===== config.mk =====
export PLATFORM = sky130hd
export DESIGN_NAME = fsm_vector_driver
export DESIGN_NICKNAME = d
export VERILOG_FILES = /design/src/rtl/fsm_vector_driver_pkg.sv /design/src/rtl/fsm_vector_driver_vec_mem.sv /design/src/rtl/fsm_vector_driver.sv
export SDC_FILE = /design/constraint.sdc
export NUM_CORES = 1
export LEC_CHECK = 0
export ABC_AREA = 1
export CORE_UTILIZATION = 35
export CTS_BUF_LIST = sky130_fd_sc_hd__clkbuf_4
export CTS_CLUSTER_SIZE = 8
export DETAILED_ROUTE_END_ITERATION = 16
export DONT_BUFFER_PORTS = 1
export GPL_ROUTABILITY_DRIVEN = 0
export HOLD_SLACK_MARGIN = 0.1
export PLACE_DENSITY_LB_ADDON = 0.2
export RECOVER_POWER = 100
export SETUP_SLACK_MARGIN = 0.2
export SLEW_MARGIN = 25
export SYNTH_ARGS = -nofsm -noshare
export SYNTH_HDL_FRONTEND = slang
export SYNTH_SLANG_ARGS = --single-unit

===== constraint.sdc =====
create_clock -name clk -period 2.2 [get_ports clk]
set_clock_uncertainty 0.2 [all_clocks]
set_input_delay 0.11 -clock clk [delete_from_list [all_inputs] [get_ports clk]]
set_output_delay 0.11 -clock clk [all_outputs]
set_load 0.02 [all_outputs]

===== src/rtl/fsm_vector_driver_pkg.sv =====
// Shared definitions for the FSM vector driver: control states, vector field
// layout and the state constants of the downstream 5-state FSM.
package fsm_vector_driver_pkg;

  typedef enum logic [2:0] {
    IDLE,
    FSMRST,
    DRIVE,
    CHECK,
    FINISH
  } state_t;

  // Packed vector layout: {in[12:10], cs[9:7], ns[6:4], exp_out[3:0]}
  localparam int unsigned VEC_W   = 13;
  localparam int unsigned IN_LSB  = 10;
  localparam int unsigned IN_W    = 3;
  localparam int unsigned CS_LSB  = 7;
  localparam int unsigned CS_W    = 3;
  localparam int unsigned NS_LSB  = 4;
  localparam int unsigned NS_W    = 3;
  localparam int unsigned EXP_LSB = 0;
  localparam int unsigned EXP_W   = 4;

  localparam logic [2:0] ZERO  = 3'd0;
  localparam logic [2:0] ONE   = 3'd1;
  localparam logic [2:0] TWO   = 3'd2;
  localparam logic [2:0] THREE = 3'd3;
  localparam logic [2:0] FOUR  = 3'd4;

endpackage


===== src/rtl/fsm_vector_driver_vec_mem.sv =====
// Test vector storage: one synchronous write port, one asynchronous read port.
// Contents are intentionally not reset.
module vec_mem
  import fsm_vector_driver_pkg::*;
#(
  parameter int unsigned DEPTH = 32,
  parameter int unsigned AW    = 5
) (
  input  logic             clk,
  input  logic             we,
  input  logic [AW-1:0]    waddr,
  input  logic [VEC_W-1:0] wdata,
  input  logic [AW-1:0]    raddr,
  output logic [VEC_W-1:0] rdata
);

  logic [VEC_W-1:0] mem [DEPTH];

  always_ff @(posedge clk) begin
    if (we) mem[waddr] <= wdata;
  end

  assign rdata = mem[raddr];

endmodule


===== src/rtl/fsm_vector_driver.sv =====
// Drives stored stimulus vectors into a downstream 5-state FSM, two cycles
// per vector, and scores its returned output against the expected value.
module fsm_vector_driver
  import fsm_vector_driver_pkg::*;
#(
  parameter int unsigned DEPTH = 32,
  parameter int unsigned AW    = 5
) (
  input  logic             clk,
  input  logic             reset,
  input  logic             ld_valid,
  input  logic [VEC_W-1:0] ld_data,
  output logic             ld_ready,
  input  logic             start,
  input  logic             clear,
  output logic             fsm_reset,
  output logic [2:0]       fsm_in,
  output logic [2:0]       fsm_cs,
  output logic [2:0]       fsm_ns,
  output logic [3:0]       fsm_exp_out,
  input  logic [3:0]       fsm_out,
  output logic             busy,
  output logic             done,
  output logic             pass,
  output logic [AW:0]      err_count,
  output logic [AW-1:0]    first_err_idx
);

  state_t           state, state_nxt;
  logic [AW:0]      vec_count;
  logic [AW-1:0]    idx;
  logic [VEC_W-1:0] rd_vec;
  logic [AW:0]      err_nxt;
  logic             ld_fire;
  logic             mismatch;
  logic [AW:0]      run_count;
  logic [AW:0]      idx_inc;

  assign ld_ready  = (state == IDLE) && (vec_count < (AW+1)'(DEPTH));
  assign ld_fire   = ld_valid && ld_ready && !clear;
  assign run_count = vec_count + (AW+1)'(ld_fire);
  assign idx_inc   = (AW+1)'(idx) + (AW+1)'(1);
  assign mismatch  = (state == CHECK) && (fsm_out != fsm_exp_out);
  assign busy      = (state == FSMRST) || (state == DRIVE) || (state == CHECK);
  assign done      = (state == FINISH);

  vec_mem #(
    .DEPTH (DEPTH),
    .AW    (AW)
  ) u_vec_mem (
    .clk   (clk),
    .we    (ld_fire),
    .waddr (vec_count[AW-1:0]),
    .wdata (ld_data),
    .raddr (idx),
    .rdata (rd_vec)
  );

  always_ff @(posedge clk) begin
    if (!reset) state <= IDLE;
    else        state <= state_nxt;
  end

  always_comb begin
    state_nxt = state;
    err_nxt   = err_count;
    case (state)
      IDLE: begin
        if (start) begin
          err_nxt = '0;
          // a same-cycle clear empties the run; a same-cycle load joins it
          if (clear || run_count == '0) state_nxt = FINISH;
          else                          state_nxt = FSMRST;
        end
      end
      FSMRST: state_nxt = DRIVE;
      DRIVE:  state_nxt = CHECK;
      CHECK: begin
        if (mismatch && err_count != (AW+1)'(DEPTH)) err_nxt = err_count + (AW+1)'(1);
        if (idx_inc < vec_count) state_nxt = DRIVE;
        else                     state_nxt = FINISH;
      end
      FINISH:  state_nxt = IDLE;
      default: state_nxt = IDLE;
    endcase
  end

  always_ff @(posedge clk) begin
    if (!reset) begin
      vec_count     <= '0;
      idx           <= '0;
      fsm_reset     <= 1'b1;
      fsm_in        <= '0;
      fsm_cs        <= '0;
      fsm_ns        <= '0;
      fsm_exp_out   <= '0;
      pass          <= 1'b0;
      err_count     <= '0;
      first_err_idx <= '0;
    end else begin
      fsm_reset <= (state_nxt == FSMRST);
      err_count <= err_nxt;
      if (state == IDLE) begin
        if (clear)        vec_count <= '0;
        else if (ld_fire) vec_count <= vec_count + (AW+1)'(1);
        if (start) begin
          idx           <= '0;
          first_err_idx <= '0;
          pass          <= 1'b0;
        end
      end
      if (state == DRIVE) begin
        fsm_in      <= rd_vec[IN_LSB  +: IN_W];
        fsm_cs      <= rd_vec[CS_LSB  +: CS_W];
        fsm_ns      <= rd_vec[NS_LSB  +: NS_W];
        fsm_exp_out <= rd_vec[EXP_LSB +: EXP_W];
      end
      if (state == CHECK) begin
        if (mismatch && err_count == '0) first_err_idx <= idx;
        idx <= idx + AW'(1);
      end
      // pass must already be valid in the done cycle, so use the final count
      if (state_nxt == FINISH) pass <= (err_nxt == '0);
    end
  end

endmodule

---- Word-level counts from Yosys, hierarchy flattened ----
Memories as Yosys holds them, arrays and structs flattened. A register that Yosys moved wholly into a read port is not among the register bits.
Cells that the tools add are included.
W data, S select, Z words.
word-level totals
  register bits ........................... 27
  bits in latches ......................... 0
  memory bits (writable) .................. 416
  memory bits (read-only) ................. 0
  logic and storage cells ................. 67
  memories kept ........................... 1
memories
  memory         words  width  rd ports  clocked after memory_dff  wr ports  line                             RTL
  u_vec_mem.mem  32     13     1         1                         1         fsm_vector_driver_vec_mem.sv:17  logic [VEC_W-1:0] mem [DEPTH];
operators by class
  add/sub/neg operators ................... 5
  multipliers ............................. 0
  div/mod/pow operators ................... 0
  $lt $le $gt $ge ......................... 2
  equal/unequal tests ..................... 8
  shifts and indexed selects .............. 0
  muxes and demuxes ....................... 21
  bitwise operators ....................... 0
  reductions and logical operators ........ 23
operators with widths
  cell                   count
  $mux W5                7
  $mux W6                4
  $logic_not A6 Y1       3
  $add A6 B1 Y6 const B  2
  $pmux W3 S4            1
  $pmux W6 S2            1
  $reduce_bool A2 Y1     5
  $mux W3                3
  $add A5 B1 Y6 const B  1
  $add A6 B1 Y6          1
  $eq A3 B1 Y1 const B   2
  $eq A3 B2 Y1 const B   2
  $eq A3 B3 Y1 const B   2
  $logic_and A1 B1 Y1    6
  $lt A6 B6 Y1           1
  $lt A6 B6 Y1 const B   1
  $ne A6 B6 Y1 const B   1
  $reduce_and A2 Y1      3
  $add A5 B1 Y5 const B  1
  $mux W1                5
  $ne A4 B4 Y1           1
  $logic_not A3 Y1       1
  $logic_or A1 B1 Y1     3
  $logic_not A1 Y1       2

---- Longest topological paths before layout ----
  depth in word-level cells ............... 13
  mapped depth ............................ 16

---- By module ----
From an unflattened synthesis, not the netlist that was laid out.
second synthesis, totals
  cells, all modules ...................... 1,748
  area, all modules ....................... 18,983.2 sq um
by module, submodules not included
  module             instances  cells each  area an instance (sq um)
  vec_mem            1          1,453       16,879.9
  fsm_vector_driver  1          295         2,103.3

---- Worst setup path after synthesis ----
Ideal clock, no wire load.
  kind .................................... reg2reg
  start point ............................. register state[0]
  end point ............................... register pass
  setup time .............................. 0.070 ns
  arrival time ............................ 2.398 ns
  data required time ...................... 1.930 ns
  slack ................................... -0.468 ns
  cell stages (with the launch flop) ...... 17
  clock period less this slack ............ 2.668 ns
  path through ............................ dfxtp_1 nor2_1 nand2_1 nor2_1 nand2_1 nor2_1 ha_1 ha_1 nor2_1 o21ai_0 nor2_1 o221ai_1 nand2_1 nand2_1 nand3_1 nand2_1 a21oi_1
between the ends
  word-level cells in the longest chain between the ends .. 13
  elaborated cells between the ends (all ways) .. 23
  those cells by class .................... add/sub: 1; eq/ne: 4; mux: 6; reduce/logical: 12
RTL lines
  what                                line                      RTL
  start, declared                     fsm_vector_driver.sv:29   state_t state, state_nxt;
  start signal, assigned              fsm_vector_driver.sv:61   else state <= state_nxt;
  $logic_not A3 Y1 *                  fsm_vector_driver.sv:39   assign ld_ready = (state == IDLE) && (vec_count < (AW+1)'(DEPTH));
  $logic_and A1 B1 Y1 *               fsm_vector_driver.sv:39
  net ld_ready                        fsm_vector_driver.sv:13   output logic ld_ready,
  $logic_and A1 B1 Y1 * (2 in a row)  fsm_vector_driver.sv:40   assign ld_fire = ld_valid && ld_ready && !clear;
  $add A6 B1 Y6 *                     fsm_vector_driver.sv:41   assign run_count = vec_count + (AW+1)'(ld_fire);
  $logic_not A6 Y1 *                  fsm_vector_driver.sv:72   if (clear || run_count == '0) state_nxt = FINISH;
  $logic_or A1 B1 Y1 *                fsm_vector_driver.sv:72
  $mux W3 *                           fsm_vector_driver.sv:72
  $mux W3 *                           fsm_vector_driver.sv:69   if (start) begin
  $pmux W3 S4 *                       fsm_vector_driver.sv:67   case (state)
  $eq A3 B3 Y1 *                      fsm_vector_driver.sv:123  if (state_nxt == FINISH) pass <= (err_nxt == '0);
  $reduce_bool A2 Y1 (no line)        -
  $reduce_and A2 Y1 (no line)         -
  end signal, assigned                fsm_vector_driver.sv:123
  end, declared                       fsm_vector_driver.sv:24   output logic pass,
Mark *: on every way through the listed nets, which the timed path passes. The rest lies on a longest branch.
A chain may end at the register's enable or synchronous reset.

---- Final worst setup path ----
  start point ............................. input ld_data[0]
  end point ............................... memory u_vec_mem.mem[28][0], data pin
RTL lines
  what             line                             RTL
  start, declared  fsm_vector_driver.sv:12          input logic [VEC_W-1:0] ld_data,
  end, declared    fsm_vector_driver_vec_mem.sv:17
No word-level cell before the write port.

==> run_summary.xml <==
<?xml version="1.0" encoding="UTF-8"?>
<metrics>
  <group name="synthesis">
    <metric name="synth.distinct_cells" unit="">33</metric>
    <metric name="postSynthRegisterBits" unit="">456</metric>
    <metric name="yosys_most_used_dff" unit="">sky130_fd_sc_hd__edfxtp_1</metric>
    <metric name="syn-cell-area" unit="mm^2">0.0189</metric>
    <metric name="count_of_flip_flops_with_a_built_in_enable_after_synthesis" unit="">416</metric>
    <metric name="synth.net_count" unit="">1673</metric>
    <metric name="postSynthCellCount" unit="">1637</metric>
    <metric name="post_synth_arst_share" unit="%">0</metric>
    <metric name="synth.largest_area_cell" unit="">sky130_fd_sc_hd__edfxtp_1</metric>
    <metric name="synth_seq_area_share" unit="%">70.2</metric>
    <metric name="synth.avg_cell_area" unit="um^2">11.6</metric>
    <metric name="warning_count_from_the_yosys_run" unit="">0</metric>
    <metric name="yosys-top-cells-area" unit="">sky130_fd_sc_hd__edfxtp_1, sky130_fd_sc_hd__nor3_1, sky130_fd_sc_hd__dfxtp_1</metric>
    <metric name="synth.top_cell.area_share" unit="%">65.9</metric>
  </group>
  <group name="pwr">
    <metric name="p_leak" unit="nW">8.95</metric>
    <metric name="switching_share" unit="%">22.3</metric>
    <metric name="clock_share_of_power" unit="%">42.1</metric>
    <metric name="p_switching" unit="mW">3.91</metric>
    <metric name="power.internal" unit="mW">13.6</metric>
    <metric name="vdd.ir_drop.worst" unit="uV">567</metric>
    <metric name="combPwrFrac" unit="%">3.6</metric>
    <metric name="pwr_density_cell" unit="mW/mm^2">721</metric>
    <metric name="pwr-share-seq" unit="%">54.3</metric>
  </group>
  <group name="sta">
    <metric name="tightest_slew" unit="ps">2080</metric>
    <metric name="finalSetupViolCount" unit="">32</metric>
    <metric name="final.setup.worst_slack" unit="ps">-50.1</metric>
    <metric name="clock.fmax" unit="GHz">0.444</metric>
    <metric name="finalWorstPathRequiredPeriod" unit="ps">2250</metric>
    <metric name="worst_slew_margin_rel" unit="%">-39.0</metric>
    <metric name="setup_repair_after_global_routing_missed_its_margin" unit="">yes</metric>
    <metric name="fin_worst_hold_slack" unit="ps">-851</metric>
    <metric name="min_period_over_period" unit="%">102</metric>
    <metric name="timing.final.hold_violations" unit="">433</metric>
    <metric name="tns" unit="ps">-859</metric>
    <metric name="report.final.slew_viol_count" unit="">99</metric>
  </group>
  <group name="critical_path">
    <metric name="critical_path_arrival" unit="ps">2370</metric>
    <metric name="cp_data_required_time" unit="ps">2320</metric>
    <metric name="end_kind" unit="">register</metric>
    <metric name="worstPathMaxFanout" unit="">32</metric>
    <metric name="regToRegSetupSlack" unit="ps">0</metric>
    <metric name="critical_path_class" unit="">in2reg</metric>
    <metric name="critical_path_launch_point_type" unit="">primary input</metric>
  </group>
  <group name="routing">
    <metric name="postRouteWirelength" unit="um">57600</metric>
    <metric name="post_drt_via_cell_ratio" unit="">5.09</metric>
    <metric name="detail-route-antenna-nets" unit="">0</metric>
    <metric name="drt_iter0_drc" unit="">1045</metric>
    <metric name="route.detailed.wl_per_inst" unit="um">21.6</metric>
    <metric name="initial_drt_pass_iterations" unit="">5</metric>
    <metric name="num_vias" unit="">13600</metric>
    <metric name="drc_errors" unit="">0</metric>
  </group>
  <group name="floorplan">
    <metric name="design.die.area" unit="mm^2">0.0551</metric>
    <metric name="core_box_area" unit="mm^2">0.0530</metric>
    <metric name="ioPinCount" unit="">51</metric>
    <metric name="rows" unit="">84</metric>
    <metric name="effective_utilization_at_floorplan" unit="%">35.8</metric>
    <metric name="die_x_extent" unit="um">235</metric>
    <metric name="die_height" unit="um">235</metric>
  </group>
  <group name="clocking">
    <metric name="cts_buffer_depth" unit="">3</metric>
    <metric name="tritoncts" unit="">yes</metric>
    <metric name="clock_sinks" unit="">456</metric>
    <metric name="cts.root.buffer_cell" unit="">sky130_fd_sc_hd__clkbuf_4</metric>
    <metric name="cts_inserted_buffers" unit="">116</metric>
    <metric name="clock_tree.htree_level_count" unit="">3</metric>
    <metric name="clkTransAtPathRegs" unit="ps">60</metric>
    <metric name="worst_skew_late_latency" unit="ps">860</metric>
  </group>
  <group name="cells_and_area">
    <metric name="area_delta_synth_final" unit="%">28.5</metric>
    <metric name="most-common-layout-cells" unit="">sky130_fd_sc_hd__edfxtp_1, sky130_fd_sc_hd__clkbuf_4, sky130_fd_sc_hd__nor3_1</metric>
    <metric name="final_common_cell" unit="">sky130_fd_sc_hd__edfxtp_1</metric>
    <metric name="final_nets" unit="">1913</metric>
    <metric name="num-fill-cells" unit="">4940</metric>
    <metric name="fraction_of_final_layout_cells_with_drive_strength_greater_than_1" unit="%">25.1</metric>
    <metric name="layoutNonFillerInstCount" unit="">2662</metric>
  </group>
  <group name="flow_run">
    <metric name="maxCapViolCount" unit="">3</metric>
  </group>
  <group name="placement">
    <metric name="placedCellCount" unit="">2360</metric>
    <metric name="dpl.hpwl" unit="um">31600</metric>
    <metric name="io_buf_count" unit="">0</metric>
  </group>
  <group name="grt">
    <metric name="grt_pass1_wl" unit="um">84400</metric>
    <metric name="grt_usage" unit="%">20.6</metric>
    <metric name="number_of_antenna_violations_at_the_first_check_in_global_routing" unit="">2</metric>
    <metric name="grt_overflow_total" unit="">0</metric>
    <metric name="first_global_vias" unit="">13300</metric>
    <metric name="grt_start_max_net_pins" unit="">54</metric>
  </group>
  <group name="run_status">
    <metric name="outcome" unit="">finished with violations</metric>
    <metric name="failed_checks" unit="">hold timing, capacitance limit, slew limit, setup timing</metric>
  </group>
  <group name="hold_path">
    <metric name="hold_path_class" unit="">in2reg</metric>
  </group>
</metrics>
area by class of cell:
class | count | area [um^2] | area share, %
tap | 688 | 861 | 3.54
antenna | 1 | 2.50 | 0.0103
inverter | 161 | 614 | 2.52
sequential | 456 | 13300 | 54.7
clock buffer | 172 | 1290 | 5.31
clock inverter | 42 | 246 | 1.01
multi-input combinational | 923 | 5230 | 21.5
timing repair buffer | 219 | 2790 | 11.4
registers in the layout, summed over array words and instances, names as in the netlist:
register	flops
err_count	6
first_err_idx	5
fsm_cs	3
fsm_exp_out	4
fsm_in	3
fsm_ns	3
fsm_reset	1
idx	5
pass	1
state	3
u_vec_mem.mem	416
vec_count	6
worst paths after layout:
path / start / cells past startpoint / end
worst max-delay path: ld_data[0] / 3 / u_vec_mem.mem[28][0]
worst min-delay path: reset / 1 / fsm_reset
worst max register to register: state[0] / 11 / u_vec_mem.mem[8][12]
worst min register to register: idx[2] / 2 / idx[2]
worst max-delay path, stage by stage:
cell and delay [ps]:
sky130_fd_sc_hd__dlygate4sd3_1 630, sky130_fd_sc_hd__buf_12 130, sky130_fd_sc_hd__clkbuf_1 1490
synth_stat cells (13+ instances only):
cell,instances
sky130_fd_sc_hd__o211ai_1,13
sky130_fd_sc_hd__nor3_1,185
sky130_fd_sc_hd__inv_1,160
sky130_fd_sc_hd__or3_1,13
sky130_fd_sc_hd__nand2_1,164
sky130_fd_sc_hd__o21ai_1,26
sky130_fd_sc_hd__buf_2,33
sky130_fd_sc_hd__edfxtp_1,416
sky130_fd_sc_hd__o2111ai_1,13
sky130_fd_sc_hd__clkbuf_1,35
sky130_fd_sc_hd__dfxtp_1,40
sky130_fd_sc_hd__nand3_1,94
sky130_fd_sc_hd__ha_1,14
sky130_fd_sc_hd__a21oi_1,133
sky130_fd_sc_hd__o21ai_0,89
sky130_fd_sc_hd__nor2_1,151
through the flow:
stage	area (um^2)	power, mW	worst slack (ps)	utilization, %
detailed placement	21100	10.0	-52.6	39.8
finish	24300	17.5	-50.1	45.9
global route	24300	18.2	-70.6	45.9
CTS	24000	17.8	91.1	45.3
global placement	21100	10.0	-94.9	39.8
floorplan	19100	9.91	-88.5	-
power by group through the flow:
| stage | Combinational, mW | Sequential (mW) | Clock (mW) |
|---|---|---|---|
| floorplan | 0.189 | 9.72 | 0 |
| global placement | 0.331 | 9.72 | 0 |
| detailed placement | 0.330 | 9.72 | 0 |
| CTS | 0.659 | 9.53 | 7.57 |
| global route | 0.676 | 9.53 | 8.01 |
| finish | 0.630 | 9.54 | 7.38 |
logic make-up (layout without fill, tap and decap cells):
kind of cell | after synthesis | count (layout) | synth area share (%)
buffers and inverters | 258 | 594 | 5.98
flip-flops | 456 | 456 | 70.2
AND/OR/NAND/NOR | 622 | 622 | 14.6
adder cells (fa/ha/maj) | 14 | 14 | 0.925
AO/OA/AOI/OAI | 283 | 283 | 8.10
XOR/XNOR | 4 | 4 | 0.185
other | 0 | 1 | 0
layer usage:
layer / vias to the layer above / wire (um) / track usage, % / share of wire [%]
met2: 448 / 27600 / 33.6 / 48
met5: - / 10 / 0 / 0.017
li1: 6398 / - / - / -
met3: 83 / 4080 / 4.53 / 7.1
met1: 6626 / 24600 / 26.7 / 43
met4: 2 / 1330 / 7.95 / 2.3
repair_timing:
| item | CTS | global route |
|---|---|---|
| resized for setup | 59 | 104 |
| cloned | 8 | 5 |
| buffers inserted | 12 | 5 |
| hold buffers | 49 | 8 |
| pin swaps | 17 | 13 |
| setup endpoints to repair | 437 | 444 |
| endpoints found under the hold margin | 872 | 456 |
No activity file was read; power rests on OpenSTA's default activity.
